File: config.mk
export PLATFORM = sky130hd
export DESIGN_NAME = store_unit
export DESIGN_NICKNAME = d
export VERILOG_FILES = /design/src/rtl/store_unit_pkg.sv /design/src/rtl/store_align.sv /design/src/rtl/store_unit.sv
export SDC_FILE = /design/constraint.sdc
export NUM_CORES = 1
export LEC_CHECK = 0
export ABC_AREA = 1
export BUFFER_PORTS_ARGS = -buffer_cell sky130_fd_sc_hd__buf_2
export CAP_MARGIN = 30
export CELL_PAD_IN_SITES_DETAIL_PLACEMENT = 0
export CELL_PAD_IN_SITES_GLOBAL_PLACEMENT = 1
export CORE_MARGIN = 2
export CORE_UTILIZATION = 43
export DETAILED_ROUTE_END_ITERATION = 8
export MAX_ROUTING_LAYER = met4
export PLACE_DENSITY = 0.89
export SYNTH_ARGS = -nofsm -noshare
export SYNTH_HDL_FRONTEND = slang
export SYNTH_SLANG_ARGS = --single-unit
File: constraint.sdc
create_clock -name clk -period 6.7 [get_ports clk]
set_clock_uncertainty 0.2 [all_clocks]
set_input_delay 1.34 -clock clk [delete_from_list [all_inputs] [get_ports clk]]
set_output_delay 1.34 -clock clk [all_outputs]
set_load 0.02 [all_outputs]
File: src/rtl/store_unit_pkg.sv
// Shared constants and types for the store unit: st_sel encodings, FIFO depth, lane masks
// and the buffered entry layout.
package store_unit_pkg;

    typedef enum logic [1:0] {
        SelB   = 2'b00,
        SelH   = 2'b01,
        SelW   = 2'b10,
        SelIll = 2'b11
    } st_sel_e;

    localparam int unsigned FifoDepth = 2;
    localparam logic [1:0]  CountFull = 2'(FifoDepth);

    localparam logic [3:0] MaskB = 4'b0001;
    localparam logic [3:0] MaskH = 4'b0011;
    localparam logic [3:0] MaskW = 4'b1111;

    typedef struct packed {
        logic [29:0] waddr;
        logic [31:0] data;
        logic [3:0]  mask;
    } st_entry_t;

endpackage

File: src/rtl/store_align.sv
// Combinational lane alignment and byte-enable generation for SB/SH/SW, plus misalignment
// detection. Only the low two address bits matter here.
module store_align
    import store_unit_pkg::*;
(
    input  logic [1:0]  offset,
    input  logic [31:0] data,
    input  logic [1:0]  sel,
    output logic [31:0] wdata,
    output logic [3:0]  mask,
    output logic        misaligned
);

    always_comb begin
        wdata      = data;
        mask       = 4'b0000;
        misaligned = 1'b0;
        unique case (st_sel_e'(sel))
            SelB: begin
                wdata = {4{data[7:0]}};
                mask  = MaskB << offset;
            end
            SelH: begin
                wdata      = {2{data[15:0]}};
                mask       = MaskH << offset;
                misaligned = offset[0];
            end
            SelW: begin
                mask       = MaskW;
                misaligned = |offset;
            end
            default: misaligned = 1'b1;
        endcase
    end

endmodule

File: src/rtl/store_unit.sv
// Store unit: aligns stores, buffers them in a 2-entry FIFO and drains them to DMem/IO.
// Define STORE_FWD_EN to build store-to-load forwarding; otherwise ld_* outputs are tied to 0.
module store_unit
    import store_unit_pkg::*;
(
    input  logic        clk,
    input  logic        rst,
    input  logic        st_valid,
    output logic        st_ready,
    input  logic [31:0] st_addr,
    input  logic [31:0] st_data,
    input  logic [1:0]  st_sel,
    output logic        mem_valid,
    input  logic        mem_ready,
    output logic [31:0] mem_addr,
    output logic [31:0] mem_din,
    output logic [3:0]  mem_we,
    output logic        misalign,
    output logic        buf_empty,
    input  logic [31:0] ld_addr,
    output logic        ld_hit,
    output logic [31:0] ld_fwd_data,
    output logic [3:0]  ld_fwd_mask
);

    st_entry_t   buf_q [FifoDepth];
    logic        wr_ptr_q, rd_ptr_q;
    logic [1:0]  count_q, count_d;
    logic        rst_q;
    logic        misalign_q;

    logic [31:0] al_data;
    logic [3:0]  al_mask;
    logic        al_bad;
    logic        accept, enq, deq;
    st_entry_t   head, new_entry;

    store_align u_align (
        .offset     (st_addr[1:0]),
        .data       (st_data),
        .sel        (st_sel),
        .wdata      (al_data),
        .mask       (al_mask),
        .misaligned (al_bad)
    );

    // rst_q keeps st_ready low through reset and releases it one cycle after deassertion.
    assign st_ready  = !rst_q && (count_q != CountFull);
    assign accept    = st_valid && st_ready;
    assign enq       = accept && !al_bad;
    assign buf_empty = (count_q == 2'd0);
    assign misalign  = misalign_q;

    assign head      = buf_q[rd_ptr_q];
    assign mem_valid = (count_q != 2'd0) && !rst;
    assign mem_addr  = {head.waddr, 2'b00};
    assign mem_din   = head.data;
    assign mem_we    = mem_valid ? head.mask : 4'b0000;
    assign deq       = mem_valid && mem_ready;

    assign new_entry = '{waddr: st_addr[31:2], data: al_data, mask: al_mask};

    always_comb begin
        count_d = count_q;
        unique case ({enq, deq})
            2'b10:   count_d = count_q + 2'd1;
            2'b01:   count_d = count_q - 2'd1;
            default: count_d = count_q;
        endcase
    end

    always_ff @(posedge clk) begin
        if (rst) begin
            count_q    <= 2'd0;
            wr_ptr_q   <= 1'b0;
            rd_ptr_q   <= 1'b0;
            rst_q      <= 1'b1;
            misalign_q <= 1'b0;
        end else begin
            rst_q      <= 1'b0;
            count_q    <= count_d;
            misalign_q <= accept && al_bad;
            if (enq) begin
                buf_q[wr_ptr_q] <= new_entry;
                wr_ptr_q        <= ~wr_ptr_q;
            end
            if (deq) begin
                rd_ptr_q <= ~rd_ptr_q;
            end
        end
    end

`ifdef STORE_FWD_EN
    st_entry_t newest, oldest;
    logic      hit_new, hit_old;
    logic      unused_ld;

    // The newest entry sits just behind the write pointer; the older one (if any) at it.
    assign newest    = buf_q[~wr_ptr_q];
    assign oldest    = buf_q[wr_ptr_q];
    assign hit_new   = (count_q != 2'd0) && (newest.waddr == ld_addr[31:2]);
    assign hit_old   = (count_q == CountFull) && (oldest.waddr == ld_addr[31:2]);
    assign unused_ld = ^ld_addr[1:0];

    always_comb begin
        ld_hit      = 1'b0;
        ld_fwd_data = 32'h0;
        ld_fwd_mask = 4'b0000;
        if (hit_new) begin
            ld_hit      = 1'b1;
            ld_fwd_data = newest.data;
            ld_fwd_mask = newest.mask;
        end else if (hit_old) begin
            ld_hit      = 1'b1;
            ld_fwd_data = oldest.data;
            ld_fwd_mask = oldest.mask;
        end
    end
`else
    logic unused_ld;

    assign unused_ld   = ^ld_addr;
    assign ld_hit      = 1'b0;
    assign ld_fwd_data = 32'h0;
    assign ld_fwd_mask = 4'b0000;
`endif

endmodule

# After elaboration in Yosys (flattened, before gate mapping)
# Memory sizes are Yosys's and may differ from the RTL's. A register that Yosys moved wholly into a read port is not among the register bits.
# Index checks and enable logic that the tools add are counted.
[totals]
reg_bits = 6
ram_bits = 132
output_inout_bits = 109
elab_cells = 42
mem_count = 1
[mem_list]
columns = ["name", "words", "width", "read_ports", "rd_clocked_by_memory_dff", "wr", "line_no", "text"]
rows = [
  ["buf_q", 2, 66, 1, 1, 1, "store_unit.sv:26", "st_entry_t buf_q [FifoDepth];"],
]
[op_classes]
addsub = 2
n_eq_ne = 5
shifts = 2
muxes = 11
bitwise = 2
reduce_logical = 14
[op_table]
columns = ["cell", "count"]
rows = [
  ["$pmux W32 S2", 1],
  ["$pmux W4 S3", 1],
  ["$logic_and A1 B1 Y1", 6],
  ["$mux W1", 6],
  ["$eq A2 B1 Y1 const B", 2],
  ["$eq A2 B2 Y1 const B", 2],
  ["$logic_not A2 Y1", 2],
  ["$mux W4", 1],
  ["$pmux W2 S2", 1],
  ["$reduce_bool A2 Y1", 2],
  ["$shl A1 B2 Y4 const A", 1],
  ["$shl A2 B2 Y4 const A", 1],
  ["$logic_not A1 Y1", 3],
  ["$pmux W1 S3", 1],
  ["$add A2 B1 Y2 const B", 1],
  ["$ne A2 B2 Y1 const B", 1],
  ["$not A1 Y1", 2],
  ["$reduce_or A2 Y1", 1],
  ["$sub A2 B1 Y2 const B", 1],
]

# Logic depth before layout (Yosys ltp)
[logic_depth]
depth_word = 7
depth_mapped = 10
mapped_depth_nobuf = 10

# By module
# A second synthesis with hierarchy kept.
[hier_totals]
hier_cells = 423
hier_area_um2 = 6287.3
[by_module_without_submodules]
columns = ["module", "n_inst", "cells_each", "area_per_inst_um2", "seq_area_each_um2"]
rows = [
  ["store_unit", 1, 314, 5761.8, 4103.9],
  ["store_align", 1, 109, 525.5, 0.0],
]

# Worst setup path before layout
# OpenSTA, ideal clock, no wires.
[synth_timing]
path_kind = "input to register"
startpoint = "input port st_sel[0]"
endpoint = "memory buf_q[1][0] (netlist name) (enable)"
setup_time_ns = 0.478
t_arrival_ns = 4.355
setup_slack_ns = 1.667
stages = 6
cell_sequence = "buf_6 > inv_2 > nand2_1 > nand2_1 > nand2_1 > nor3_2"
[synth_between]
elab_chain_len = 7
elab_cells_between_ends = 9
cone_classes = "2 x eq/ne; 4 x mux; 3 x reduce/logical"
[synth_rtl]
columns = ["element", "line_no", "text"]
rows = [
  ["from (decl)", "store_unit.sv:12", "input logic [1:0] st_sel,"],
  ["$eq A2 B2 Y1 (tied with other cells)", "store_align.sv:18", "unique case (st_sel_e'(sel))"],
  ["$pmux W1 S3 *", "store_align.sv:18", ""],
  ["$logic_not A1 Y1 *", "store_unit.sv:50", "assign enq = accept && !al_bad;"],
  ["$logic_and A1 B1 Y1 *", "store_unit.sv:50", ""],
  ["$mux W1 *", "store_unit.sv:83", "if (enq) begin"],
  ["$mux W1 *", "store_unit.sv:73", "if (rst) begin"],
  ["$mux W1 (implied by the code) *", "store_unit.sv:84", "buf_q[wr_ptr_q] <= new_entry;"],
  ["to (decl)", "store_unit.sv:26", ""],
]
# Every way passes the cells marked *; elsewhere a longest branch is shown, timed or not.

# Worst setup path after layout
[layout_timing]
startpoint = "input port st_sel[1]"
endpoint = "memory buf_q[1][2] (netlist name) (enable)"
# Same word-level chain as after synthesis.

==> results.cfg <==
[synthesis]
avgSynthCellArea_um2 = 15.2
synth.area.mux_share_pct = 14.8
synth_xor_area_share_pct = 0
yosys-top-cells-area = edfxtp_1 (66%), mux2_4 (9.9%), buf_4 (5.1%)
synth-simple-area-share_pct = 7.22
synthesis.area_um2 = 6050
synth_largest_area_cell = edfxtp_1
synth_seq_area_share_pct = 67.9
synthAdderAreaFrac_pct = 0.207
synth_warnings = 0
ys_ff_latch = 139
synth_top_area_share_pct = 65.6
synth-compound-area-share_pct = 1.86
synth_top_family_by_area = multiplexers
ys_types = 28
syn_inst = 398

[detailed_routing]
vias = 3516
remaining_drc_errors = 0
drtPass1Iterations = 4
antenna_left = 0
routed_wirelength_um = 11500
drt-vias-per-instance = 4.75
drt-wirelength-per-cell_um = 15.5
drt_iter0_drc = 225

[layout]
antenna_cells = 0
final_common_cell = buf_2
final_nets = 650
final_util_pct = 53.3
postLayoutCellArea_um2 = 7370
synthToLayoutAreaGrowth_pct = 21.9
drive_above_1_share_pct = 44.8
final_cell_mix = buf_2 (139), edfxtp_1 (132), nand2_1 (75), mux2_4 (40), conb_1 (39)

[clocking]
cts_sinks = 139
clkLatencyLatePin_ns = 0.41
clkTransAtPathRegs_ns = 0.05
cts_buffers = 17
cts_tree = done
cts_hold_buffers = 0
clk_path_buf_depth = 2
root_buffer = clkbuf_16
post_cts_buffers = 0
post_cts_resized = 0
cts.htree.levels = 4

[worst_setup_path]
crit_chain = buf_2 -> inv_2 -> nand2_1 -> nor2_2 -> inv_2 -> nand2_1 -> nor3_4 -> buf_12
critPathCaptureType = register
critPathLaunch = st_sel[1]
worst-path-buf-inv = 4
worst-setup-path-type = primary input to register
required_ns = 6.58
cp-start-kind = primary input
path_max_fanout = 51
slowest_delay_ns = 0.74
reg2reg_from = count_q[0]
critPathArrivalTime_ns = 3.70
cpMaxStageDelayCell = nor3_4
cp_top_family = buffers and inverters

[placement]
dp_hpwl_um = 7950
io_buffers = 139
place_area_um2 = 6770
gp_congestion = 0.736

[outcome]
status = finished clean

[floorplanning]
core-area_um2 = 13800
initial_core_util_pct = 43.7
io-pin-count = 211
die_y_um = 123
dieArea_um2 = 15000
die_x_um = 123
rows = 43

[grt]
grt_max_degree = 52
grt_pass1_vias = 3425
grt_pass1_wl_um = 17000
antenna_found_initial = 0
grt_use_total_pct = 15.9
gr-total-overflow = 0

[pwr]
total_power_uw = 2070
leakagePower_uw = 0.00300
powerDensity_nw_per_um2 = 281
peakVddDrop_mv = 0.143

[timing]
period_minus_slack_ns = 3.81
fmax_ghz = 0.262
tns_ns = 0
final-hold-violation-count = 0
hold_slack_ns = 0.279
finalSetupViolations = 0
max_slew_margin_pct = 40.2
rsz0062_at_grt = false
tightestPinTransition_ns = 0.894
fin_crit_sh_pct = 56.9
slew_viol_final = 0

[worst_hold_path]
worstHoldStart = rd_ptr_q
hp-class = register to register

[job]
max_cap_violations = 0
==> sequential cells by signal (all words and copies together) (netlist names), named ones only <==
| name | count |
|---|---|
| wr_ptr_q | 1 |
| misalign | 1 |
| rst_q | 1 |
| buf_q | 132 |
| count_q | 2 |
| rd_ptr_q | 1 |
==> worst min-delay path, stage by stage (launching register included) <==
cell and delay, ns:
dfxtp_1 0.31, nand2_1 0.07, a21oi_1 0.06
==> layout make-up <==
cell class	instances	area, µm²
inverters	20	75.1
clock buffers	19	433
well taps	180	225
fillers	1161	6460
multi-input cells	226	1610
clock inverters	13	150
flip-flops and latches	139	4110
repair buffers	143	771
==> cell families after synthesis <==
kind of cell / after synthesis
adder cells (fa/ha/maj): 1
AO/OA/AOI/OAI: 19
multiplexers: 66
flip-flops: 139
other: 1
AND/OR/NAND/NOR: 101
buffers and inverters: 71
==> synth_stat cells <==
cell type	n
a21oi_1	3
conb_1	1
ha_1	1
buf_4	41
or2_2	1
nand2_1	75
o21bai_1	1
a21oi_2	1
mux2_2	26
buf_6	8
mux2_4	40
o21ai_0	6
buf_2	2
nor2_4	2
edfxtp_1	132
inv_2	3
dfxtp_1	7
nand4_1	1
nand3_2	1
o31ai_2	1
inv_1	17
nor2_2	3
nor3_2	2
a31oi_1	1
nand3_1	9
nor2_1	7
o21ai_1	5
o211ai_1	1
==> power breakdown <==
part	internal [µW]	switching, µW	leakage [µW]
Clock	580	342	0.000274
Sequential	969	6.39	0.00125
Combinational	62.8	108	0.00148
Total	1610	456	0.00300
==> through the flow <==
step / worst slack, ns / instances
after floorplan: 1.67 / 436
after global placement: 2.31 / 706
after detailed placement: 2.21 / 707
after CTS: 2.67 / 739
after global routing: 2.72 / 740
final: 2.89 / 740
==> final timing paths <==
path	slack, ns	cells after the start	endpoint
max	2.89	8	buf_q[1][2]
min	0.28	2	register
max reg2reg	4.22	7	buf_q[1][2]
min reg2reg	0.28	2	register
==> layer usage <==
layer	track usage, %	routed length, µm
met5	-	0
met4	5.89	182
met3	4.97	940
met2	25.8	5680
met1	18.6	4670
No activity file was read; power rests on OpenSTA's default activity.
